$ cat src/rtl/number_entry_sequencer_if.sv
// Operand-entry bus between the number entry sequencer and its surroundings:
// raw switches/buttons in, five captured words plus start/busy status out.
interface number_entry_sequencer_if;
  logic [3:0] sw;
  logic       enter;
  logic       clear;
  logic       load;
  logic [3:0] q0;
  logic [3:0] q1;
  logic [3:0] q2;
  logic [3:0] q3;
  logic [3:0] q4;
  logic [2:0] count;
  logic       st;
  logic       busy;

  modport slave (
    input  sw, enter, clear, load,
    output q0, q1, q2, q3, q4, count, st, busy
  );

  modport master (
    output sw, enter, clear, load,
    input  q0, q1, q2, q3, q4, count, st, busy
  );
endinterface

$ cat src/rtl/number_entry_sequencer.sv
// Collects five 4-bit operands on debounced enter presses, pulses start to the
// two-largest selector, and holds the words until the selector reports load.
module number_entry_sequencer #(
  parameter int unsigned DEBOUNCE = 16
) (
  input logic                      clk,
  input logic                      rst_n,
  number_entry_sequencer_if.slave  bus
);

  typedef enum logic [1:0] {S_ENTER, S_START, S_WAIT, S_HOLD} state_t;

  localparam logic [15:0] CNT_MAX = 16'(DEBOUNCE - 1);

  logic [1:0]  rst_sync;
  logic        rst_ni;
  logic [5:0]  in_p0;
  logic [5:0]  in_p1;
  logic [3:0]  sw_s;
  logic [15:0] db_cnt [2];
  logic [1:0]  db;
  logic [1:0]  db_prev;
  logic [1:0]  press;
  logic        enter_press;
  logic        clear_press;

  state_t      state;
  logic [3:0]  q [5];
  logic [2:0]  count;
  logic        st;
  logic        busy;

  // Reset asserts asynchronously, releases two clocks later in step with clk.
  always_ff @(posedge clk or negedge rst_n) begin
    if (!rst_n) rst_sync <= 2'b00;
    else        rst_sync <= {rst_sync[0], 1'b1};
  end

  assign rst_ni = rst_sync[1];

  // Stage p0/p1: two-flop synchronizer for {sw, clear, enter}.
  always_ff @(posedge clk or negedge rst_ni) begin
    if (!rst_ni) begin
      in_p0 <= '0;
      in_p1 <= '0;
    end else begin
      in_p0 <= {bus.sw, bus.clear, bus.enter};
      in_p1 <= in_p0;
    end
  end

  assign sw_s = in_p1[5:2];

  // Debouncers: bit 0 is enter, bit 1 is clear.
  always_ff @(posedge clk or negedge rst_ni) begin
    if (!rst_ni) begin
      for (int i = 0; i < 2; i++) db_cnt[i] <= '0;
      db      <= '0;
      db_prev <= '0;
    end else begin
      for (int i = 0; i < 2; i++) begin
        if (in_p1[i] == db[i]) begin
          db_cnt[i] <= '0;
        end else if (db_cnt[i] == CNT_MAX) begin
          db[i]     <= in_p1[i];
          db_cnt[i] <= '0;
        end else begin
          db_cnt[i] <= db_cnt[i] + 16'd1;
        end
      end
      db_prev <= db;
    end
  end

  assign press       = db & ~db_prev;
  assign enter_press = press[0];
  assign clear_press = press[1];

  // Entry FSM; clear has priority over every state and over a same-cycle enter.
  always_ff @(posedge clk or negedge rst_ni) begin
    if (!rst_ni) begin
      state <= S_ENTER;
      for (int i = 0; i < 5; i++) q[i] <= '0;
      count <= '0;
      st    <= 1'b0;
      busy  <= 1'b0;
    end else if (clear_press) begin
      state <= S_ENTER;
      for (int i = 0; i < 5; i++) q[i] <= '0;
      count <= '0;
      st    <= 1'b0;
      busy  <= 1'b0;
    end else begin
      case (state)
        S_ENTER: begin
          st   <= 1'b0;
          busy <= 1'b0;
          if (enter_press) begin
            for (int i = 0; i < 5; i++) begin
              if (count == 3'(i)) q[i] <= sw_s;
            end
            count <= count + 3'd1;
            if (count == 3'd4) begin
              state <= S_START;
              st    <= 1'b1;
              busy  <= 1'b1;
            end
          end
        end
        S_START: begin
          state <= S_WAIT;
          st    <= 1'b0;
          busy  <= 1'b1;
        end
        S_WAIT: begin
          st <= 1'b0;
          if (bus.load) begin
            state <= S_HOLD;
            busy  <= 1'b0;
          end
        end
        S_HOLD: begin
          st   <= 1'b0;
          busy <= 1'b0;
          if (enter_press) begin
            q[0] <= sw_s;
            for (int i = 1; i < 5; i++) q[i] <= '0;
            count <= 3'd1;
            state <= S_ENTER;
          end
        end
        default: begin
          state <= S_ENTER;
          st    <= 1'b0;
          busy  <= 1'b0;
        end
      endcase
    end
  end

  assign bus.q0    = q[0];
  assign bus.q1    = q[1];
  assign bus.q2    = q[2];
  assign bus.q3    = q[3];
  assign bus.q4    = q[4];
  assign bus.count = count;
  assign bus.st    = st;
  assign bus.busy  = busy;

endmodule

$ cat src/flat_wrapper.sv
// flat-port wrapper written by rule: the top's interface ports become plain ports
module number_entry_sequencer_flat 
#(
  parameter int unsigned DEBOUNCE = 16
)
  (clk, rst_n, bus_sw, bus_enter, bus_clear, bus_load, bus_q0, bus_q1, bus_q2, bus_q3, bus_q4, bus_count, bus_st, bus_busy);
  number_entry_sequencer_if bus_i ();
  input logic clk;
  input logic rst_n;
  input wire logic [$bits(bus_i.sw)-1:0] bus_sw;
  input wire logic [$bits(bus_i.enter)-1:0] bus_enter;
  input wire logic [$bits(bus_i.clear)-1:0] bus_clear;
  input wire logic [$bits(bus_i.load)-1:0] bus_load;
  output wire logic [$bits(bus_i.q0)-1:0] bus_q0;
  output wire logic [$bits(bus_i.q1)-1:0] bus_q1;
  output wire logic [$bits(bus_i.q2)-1:0] bus_q2;
  output wire logic [$bits(bus_i.q3)-1:0] bus_q3;
  output wire logic [$bits(bus_i.q4)-1:0] bus_q4;
  output wire logic [$bits(bus_i.count)-1:0] bus_count;
  output wire logic [$bits(bus_i.st)-1:0] bus_st;
  output wire logic [$bits(bus_i.busy)-1:0] bus_busy;
  assign bus_i.sw = bus_sw;
  assign bus_i.enter = bus_enter;
  assign bus_i.clear = bus_clear;
  assign bus_i.load = bus_load;
  assign bus_q0 = bus_i.q0;
  assign bus_q1 = bus_i.q1;
  assign bus_q2 = bus_i.q2;
  assign bus_q3 = bus_i.q3;
  assign bus_q4 = bus_i.q4;
  assign bus_count = bus_i.count;
  assign bus_st = bus_i.st;
  assign bus_busy = bus_i.busy;
  number_entry_sequencer #(.DEBOUNCE(DEBOUNCE)) u_core (.clk(clk), .rst_n(rst_n), .bus(bus_i));
endmodule
$ cat config.mk
export PLATFORM = sky130hd
export DESIGN_NAME = number_entry_sequencer_flat
export DESIGN_NICKNAME = d
export VERILOG_FILES = /design/src/rtl/number_entry_sequencer_if.sv /design/src/rtl/number_entry_sequencer.sv /design/src/flat_wrapper.sv
export SDC_FILE = /design/constraint.sdc
export NUM_CORES = 1
export LEC_CHECK = 0
export CAP_MARGIN = 20
export CORE_MARGIN = 3
export CORE_UTILIZATION = 51
export DETAILED_ROUTE_END_ITERATION = 10
export PLACE_DENSITY = 0.75
export SETUP_SLACK_MARGIN = 0.5
export SKIP_LAST_GASP = 1
export SLEW_MARGIN = 20
export SYNTH_ARGS = -nofsm -noshare
export SYNTH_HDL_FRONTEND = slang
export SYNTH_SLANG_ARGS = --single-unit
$ cat constraint.sdc
create_clock -name clk -period 2.3 [get_ports clk]
set_input_delay 0.46 -clock clk [delete_from_list [all_inputs] [get_ports clk]]
set_output_delay 0.46 -clock clk [all_outputs]
set_load 0.005 [all_outputs]
Word-level counts from Yosys, hierarchy flattened
Cells that the tools add are included.
Storage, ports and cells
  flip-flop bits (word level): 77
  latch bits: 0
  memory bits (writable): 0
  memory bits (read-only): 0
  input bits: 9
  memories: 0
Cells by class
  add/subtract/negate cells: 3
  multipliers: 0
  div/mod/pow operators: 0
  magnitude comparators: 0
  equality and inequality tests: 19
  shift-type cells: 0
  muxes and demuxes: 30
  bitwise operators: 4
  reduce and logical (&&, ||, !) cells: 13
Operator list (number)
  2-to-1 mux 16 bit: 4
  2-to-1 mux 20 bit: 3
  one-hot mux 20 bit (2 select lines): 1
  adder 16 x 1 -> 16 bit, second input constant: 2
  == test 16 x 4 -> 1 bit, second input constant: 2
  AND reduction 4 bit: 6
  inequality test 3 x 1 -> 1 bit, second input constant: 7
  2-to-1 mux 4 bit: 5
  2-to-1 mux 2 bit: 5
  2-to-1 mux 3 bit: 3
  one-hot mux 2 bit (4 select lines): 1
  == test 3 x 2 -> 1 bit, second input constant: 2
  one-hot mux 3 bit (2 select lines): 1
  2-to-1 mux 1 bit: 5
  == test 2 bit, second input constant: 2
  one-hot mux 1 bit (4 select lines): 1
  AND reduction 2 bit: 2
  adder 3 x 1 -> 3 bit, second input constant: 1
  == test 3 x 1 -> 1 bit, second input constant: 1
  == test 3 bit, second input constant: 1
  zero test 3 bit: 1
  inequality test 3 x 2 -> 1 bit, second input constant: 1
  AND reduction 3 bit: 1
  nonzero test 3 bit: 1
  other kinds (8): 10

Depth between registers and ports, before layout
  word-level depth: 5
  mapped depth: 8
  depth with buffers taken out: 6

Worst setup path after synthesis
No wires, ideal clock.
  path type: flip-flop to flip-flop
  from: register u_core.state[0]
  to: register u_core.q, in the netlist u_core.bus.q0[3]
  arrival: 1752 ps
  data required time: 2168 ps
  setup slack: 417 ps
  cell stages (with the launch flop): 9
  path buffers: 2
  clock period less this slack: 1883 ps
  cell sequence: dfrtp_1 -> inv_1 -> ha_1 -> buf_6 -> or2_1 -> buf_6 -> a221oi_4 -> mux2i_1 -> nor2_1
Between the ends
  cells in the longest elaborated chain, start to end: 3
  elaborated cells on any way between the ends: 9
  those cells by class: eq/ne: 4; mux: 2; reduce/logical: 3
RTL lines
  start: declaration: line number_entry_sequencer.sv:27  | state_t state;
  start signal: assignment: line number_entry_sequencer.sv:82  | state <= S_ENTER;
  start signal: assignment: line number_entry_sequencer.sv:88  | state <= S_ENTER;
  start signal: assignment: line number_entry_sequencer.sv:104  | state <= S_START;
  == test 2 bit / zero test 2 bit (equally long branches): line number_entry_sequencer.sv:94  | case (state)
  inequality test 3 x 1 -> 1 bit (no line), or another cell as far along
  AND reduction 4 bit (no line) / 2-to-1 mux 20 bit (equally long branches)
  end signal: indexed assignment: line number_entry_sequencer.sv:100  | if (count == 3'(i)) q[i] <= sw_s;
  end: declaration: line number_entry_sequencer.sv:28  | logic [3:0] q [5];
Several ways; a longest one is shown, not always the timed one.
A chain may end at the register's enable or synchronous reset.

Worst setup path after layout
Same ends and word-level chain as after synthesis.

==> metrics.md <==
| Metric | Value |
|---|---|
| Status | `complete, no violations` |
| Final min period | `1.845 ns` |
| H-tree depth | `3` |
| Worst slack at placement | `0.3110 ns` |
| Clock Pin Slew Worst Setup and Hold Paths | `0.08 ns` |
| Register-to-Register Setup Slack | `0.45 ns` |
| WL/cell | `15.41 µm` |
| Clock sink count | `77` |
| Max Buffers Root-to-Sink | `2` |
| # rows | `29` |
| P&R area growth vs syn | `21.86%` |
| Max Slew Vio Count | `0` |
| Nets | `372` |
| Die width | `88.68 µm` |
| Fin crit share | `80.24%` |
| Synth cell types | `37` |
| Crit-path max cell delay | `0.44 ns` |
| Post-Syn Nets | `323` |
| Design area | `0.004248 mm²` |
| Ant diodes | `0` |
| FF+latch area | `0.001929 mm²` |
| Placement Cell Area | `0.003909 mm²` |
| Multi-input gate area | `0.001520 mm²` |
| Worst Path Arrival | `2.07 ns` |
| F_max | `541.9 MHz` |
| Overall power | `4948 µW` |
| Post-route worst setup slack | `0.4546 ns` |
| Largest net degree at the start of global routing | `63` |
| Final Hold Fails | `0` |
| Number of synthesized register bits | `77` |
| Yosys warning total | `0` |
| Antenna Nets Post-Route | `0` |
| DRT Pass-1 Iters | `4` |
| Reg2reg start | `u_core.state[0]` |
| IO buf count | `33` |
| Via density | `5.438` |
| CP Class | `flip-flop to flip-flop` |
| Final core utilization | `65.40%` |
| R2R cell count | `6` |
| CP max stage cell | `dfrtp_1` |
| All-Layer GR Usage | `18.78%` |
| Unrepaired setup endpoints after global routing | `true` |
| Initial Utilization | `53.67%` |
| Layout fillers | `496` |
| Detailed Route WL | `6689 µm` |
| Via count | `2,360` |
| Post-Route Setup TNS | `0 ns` |
| Total grt overflow | `0` |
| Most frequent cell after synthesis | `dfrtp_1` |
| Top cells by area, synth | `dfrtp_1 55%, nor2_1 5.6%, xnor2_1 5.3%` |
| Gpl congestion | `0.8226` |
| Cell Area, Synth | `0.003486 mm²` |
| Post-CTS Hold Buffers | `0` |
| Clock skew | `0.01140 ns` |
| DRC Markers | `0` |
| Clock tree from TritonCTS | `yes` |
| Power Dens Cells | `1165 mW/mm²` |
| Die ar. | `0.007863 mm²` |
| Gate Count Post-Synth | `303` |
| Reg-to-Reg End | `u_core.bus.q0[3]` |
| FFs w/ async S/R, synth | `100.0%` |
| Max-cap violation count | `0` |
| CP top delay family | `flip-flops` |
| Post-synth EDFFs | `0` |
| CP Cell Sequence | `inv_2, ha_4, or2_4, a221oi_4, mux2i_1, nor2_1` |
| Critical path startpoint category | `flip-flop` |
| I/O pin count | `34` |
| Share of post-route cells with drive strength above 1 | `15.69%` |
| Sequential fraction of the synthesis area | `55.28%` |
| Clock root buffer | `clkbuf_8` |
| Initial antenna violation count | `0` |
| DP HPWL | `4425 µm` |
| Avg Cell Area, Syn | `11.50 µm²` |
| Synth Flop Type | `dfrtp_1` |
| Top cells by count, synth | `77 x dfrtp_1, 52 x nor2_1, 21 x xnor2_1` |
| Starting DRT DRC Count | `153` |
| IR drop worst, VDD | `0.5190 mV` |
| Crit path required time | `2.53 ns` |
| Crit-path max FO | `6` |
| Vias in the first global route | `2,340` |
| Leakage power | `0.001813 µW` |
| Chip Height | `88.68 µm` |
| Crit. End Element | `flip-flop` |
| Core ar. | `0.006495 mm²` |
| Yosys top cell by area | `dfrtp_1` |
| Worst skew pair latency | `0.35 ns` |
| Global-route wire length before repair | `11,170 µm` |
| Worst path bufs/invs | `1` |
| Synth top area share | `55.28%` |
| Setup-failing EPs final | `0` |
| TritonCTS buffer count | `9` |
| HP Class | `flip-flop to async pin` |
==> stage by stage <==
| step | cells | hold WS [ns] |
|---|---|---|
| 6_report | 434 | 0.1613 |
| 5_1_grt | 434 | 0.1876 |
| 4_1_cts | 432 | 0.1736 |
| 3_5_place_dp | 409 | 0.1702 |
| 3_3_place_gp | 409 | 0.1662 |
| 2_1_floorplan | 303 | 0.1644 |
==> layer usage <==
| metal | vias to the layer above | GRT usage [%] | part of all wire, % |
|---|---|---|---|
| li1 | 1139 | - | - |
| met1 | 1161 | 25.70 | 46 |
| met2 | 47 | 28.21 | 48 |
| met3 | 13 | 4.749 | 3.8 |
| met4 | 0 | 8.654 | 2.1 |
| met5 | - | 0 | 0 |
==> how the worst max path moves through the flow <==
stage	from	endpoint	slack, ns	depth (start not counted)
finish	u_core.state[0]	u_core.bus.q0[3]	0.45	6
global route	u_core.state[0]	u_core.bus.q0[0]	0.38	6
CTS	u_core.state[0]	u_core.bus.q0[3]	0.48	6
detailed placement	u_core.state[1]	u_core.bus.q3[1]	0.31	6
global placement	u_core.state[0]	u_core.bus.q3[3]	0.38	6
floorplan	u_core.state[0]	u_core.bus.q0[3]	0.45	7
==> logic make-up after synthesis <==
kind of cell	count (synthesis)	share of synthesized area, %
AND/OR/NAND/NOR	129	18.77
flip-flops	77	55.28
XOR/XNOR	29	7.287
multiplexers	21	6.245
buffers and inverters	18	2.692
AO/OA/AOI/OAI	17	5.672
adder cells (fa/ha/maj)	11	3.948
other	1	0.1076
==> worst register-to-register path: stages (launching register included) <==
cell and delay, ns:
dfrtp_1 0.44, inv_2 0.07, ha_4 0.18, or2_4 0.29, a221oi_4 0.42, mux2i_1 0.25, nor2_1 0.07
==> sequential cells by signal (all words and copies together), names as in the netlist <==
register / count
u_core.bus.st: 1
u_core.bus.q3: 4
u_core.bus.q4: 4
u_core.rst_sync: 2
u_core.db: 2
u_core.bus.q0: 4
u_core.bus.q2: 4
u_core.db_prev: 2
u_core.bus.busy: 1
u_core.bus.count: 3
u_core.in_p0: 6
u_core.bus.q1: 4
u_core.db_cnt: 32
u_core.state: 2
u_core.in_p1: 6
==> area by class of cell <==
type                            instances  share of cell area [%]
Inverter                                9                  0.7953
Timing Repair Buffer                   47                   10.49
Clock inverter                          7                   2.327
Multi-Input combinational cell        208                   35.79
Clock buffer                            9                   2.916
Sequential cell                        77                   45.42
Tap cell                               77                   2.268
==> placed cells by master, fill, tap and decap left out, types with 2 or more instances in the layout <==
master,synthesis,layout
a211oi_1,2,2
a21oi_1,2,2
a221oi_4,3,3
a22o_1,4,4
and3_1,3,3
buf_4,0,13
bufinv_16,0,2
clkbuf_8,0,9
clkdlybuf4s50_1,0,31
clkinv_4,0,2
dfrtp_1,77,75
dfrtp_2,0,2
dlygate4sd2_1,0,2
ha_1,11,9
inv_1,9,7
inv_2,0,2
mux2_2,6,6
mux2i_1,15,15
nand2_1,10,8
nand2_4,0,2
nand2b_1,6,5
nand3_1,9,8
nand4_1,10,10
nor2_1,52,52
nor2b_1,10,9
nor3_1,9,9
nor4_1,14,13
xnor2_1,21,21
xor2_1,8,8
==> report_power, final <==
group | total [µW] | internal [µW] | switching (µW)
Sequential | 1810 | 1610 | 193
Clock | 1120 | 616 | 500
Combinational | 2020 | 1150 | 877
==> what timing repair did <==
item / in CTS / in global routing
buffers inserted: 7 / 2
pin swaps: 3 / 10
gates resized for setup: 9 / 7
setup endpoints to repair: 40 / 53
(Power assumes the default switching activity.)
==> RTL change (same settings) <==
Encoding of `state_t`: now one-hot (4 bits for 4 states).
--- a/src/rtl/number_entry_sequencer.sv
+++ b/src/rtl/number_entry_sequencer.sv
@@ -9,5 +9,5 @@
 );
 
-  typedef enum logic [1:0] {S_ENTER, S_START, S_WAIT, S_HOLD} state_t;
+  typedef enum logic [3:0] {S_ENTER = 4'b0001, S_START = 4'b0010, S_WAIT = 4'b0100, S_HOLD = 4'b1000} state_t;
 
   localparam logic [15:0] CNT_MAX = 16'(DEBOUNCE - 1);
Check against the original RTL: same outputs for any inputs over 10 cycles, from zero or initial values and one cycle with rst_n low; not proved beyond that.
==> RTL change against the unedited design <==
- sequential cell count rose by 2
- critical path depth shrank 5
- routed wire length fell by 3.3%
- synthesized area up 0.65%
- synthesized cell count rose by 5.6%
- setup slack improved by 110 ps
- design area decreased by 2.7%
- maximum frequency grew 6.4%
- highest routed layer unchanged
Power is not compared: it rests on default switching activity, and its combinational part moved more than twofold at a synthesized area within 25%.
==> RTL change: results (changes against the unedited design) <==
The maximum clock rate came out at 577 MHz (was 542 MHz). The run gives 0.807 (was 0.823) as the final estimated routing congestion in global placement. Gate count of the mapped netlist: 320 (was 303). The maximum number of pins on one net before global-route repair was 41 (was 63); the placed wire-length estimate was 4580 µm (was 4430 µm). The fraction of the mapped netlist area in adder cells works out to 2.50% (was 3.95%). The reg-to-reg critical path endpoint is u_core.bus.q0[2]$_DFFE_PN0P_ (was u_core.bus.q0[3]$_DFFE_PN0P_).

The flow ran to the end, and the final reports show no timing, DRC or antenna violations. The capturing instance or port of the critical path was bus_q2[0] (was u_core.bus.q0[3]$_DFFE_PN0P_). The total length of routed met2 wires is 3090 µm (was 3190 µm), and the number of setup buffers added after CTS is 2 (was 7). Main area contributors after synthesis: sky130_fd_sc_hd__dfrtp_1 56%, sky130_fd_sc_hd__xnor2_1 5.0%, sky130_fd_sc_hd__nor2_1 4.1% (was sky130_fd_sc_hd__dfrtp_1 55%, sky130_fd_sc_hd__nor2_1 5.6%, sky130_fd_sc_hd__xnor2_1 5.3%).

The met3 global-route usage came out at 4.42% (was 4.75%). The tools report the overall routing resource usage as 17.8% (was 18.8%). Number of cells after detailed placement: 423 (was 409).

The reg-to-reg startpoint was u_core.state[0]$_DFFE_PN1P_ (was u_core.state[0]$_DFFE_PN0P_). The number of nets produced by synthesis is 336 (was 323), and the proportion of synthesized chip area in sequential cells is 56.4% (was 55.3%). The tools report the final clock skew as 10.0 ps (was 11.4 ps). The multiplexer area fraction after synthesis works out to 3.21% (was 6.25%).

The number of ordinary and repair buffers in the finished layout is 40 (was 47), and the placed standard-cell area is 0.00391 mm² (about the same). The number of global-route vias before repair was 2328 (was 2340). The signed area change from the synthesized netlist to the final layout came out at 17.8% (was 21.9%). The worst setup slack before clock tree synthesis was 397 ps (was 311 ps); the via count normalized by instance count was 5.45 (was 5.44). The top fanout value on the critical path was 2 (was 6). The proportion of layout cells with a drive suffix above 1 is 12.3% (was 15.7%), and the sequential cell area in the final layout is 0.00198 mm² (was 0.00193 mm²).

The non-clock buffer contribution to total cell area was 9.57% (was 10.5%). Iteration-0 DRC count of the detailed router: 81 (was 153). The tools report the origin of the worst setup path as u_core.bus.q2[0]$_DFFE_PN0P_ (was u_core.state[0]$_DFFE_PN0P_). The cell with the largest stage delay on the worst path was sky130_fd_sc_hd__clkdlybuf4s50_1 (was sky130_fd_sc_hd__dfrtp_1). Most frequent cells after synthesis: 78 x sky130_fd_sc_hd__dfrtp_1, 38 x sky130_fd_sc_hd__nor2_1, 23 x sky130_fd_sc_hd__nand3_1, 20 x sky130_fd_sc_hd__nand2_1, 20 x sky130_fd_sc_hd__xnor2_1 (was 77 x sky130_fd_sc_hd__dfrtp_1, 52 x sky130_fd_sc_hd__nor2_1, 21 x sky130_fd_sc_hd__xnor2_1, 15 x sky130_fd_sc_hd__mux2i_1, 14 x sky130_fd_sc_hd__nor4_1).

The total number of vias came out at 2407 (was 2360). The met2 track demand over resource came out at 27.5% (was 28.2%).
[RTL change: cell types whose count changed in the layout (fill, tap and decap cells not counted), sizes merged, moves of 7 or more]
cell | before | now
buf | 14 | 7
o21ai | 0 | 10
nor2 | 52 | 38
nor2b | 10 | 2
nand2 | 10 | 21
a21oi | 4 | 11
nand3 | 9 | 23
[RTL change: power groups by stage]
stage / Sequential, W / Clock [W] / Combinational, W
global route: 0.00144 / 0.00103 / 0.000102
floorplan: 0.00148 / 0 / 0.0000310
global placement: 0.00147 / 0 / 0.0000858
finish: 0.00144 / 0.000935 / 0.0000888
CTS: 0.00144 / 0.000961 / 0.0000914
detailed placement: 0.00147 / 0 / 0.0000903
[RTL change: logic make-up after synthesis]
| family | count (synthesis) |
|---|---|
| compound gates | 37 |
| mux | 11 |
| xor+xnor | 29 |
| buf+inv | 20 |
| simple gates | 136 |
| flops | 79 |
| fa+ha+maj | 7 |
| other cells | 1 |
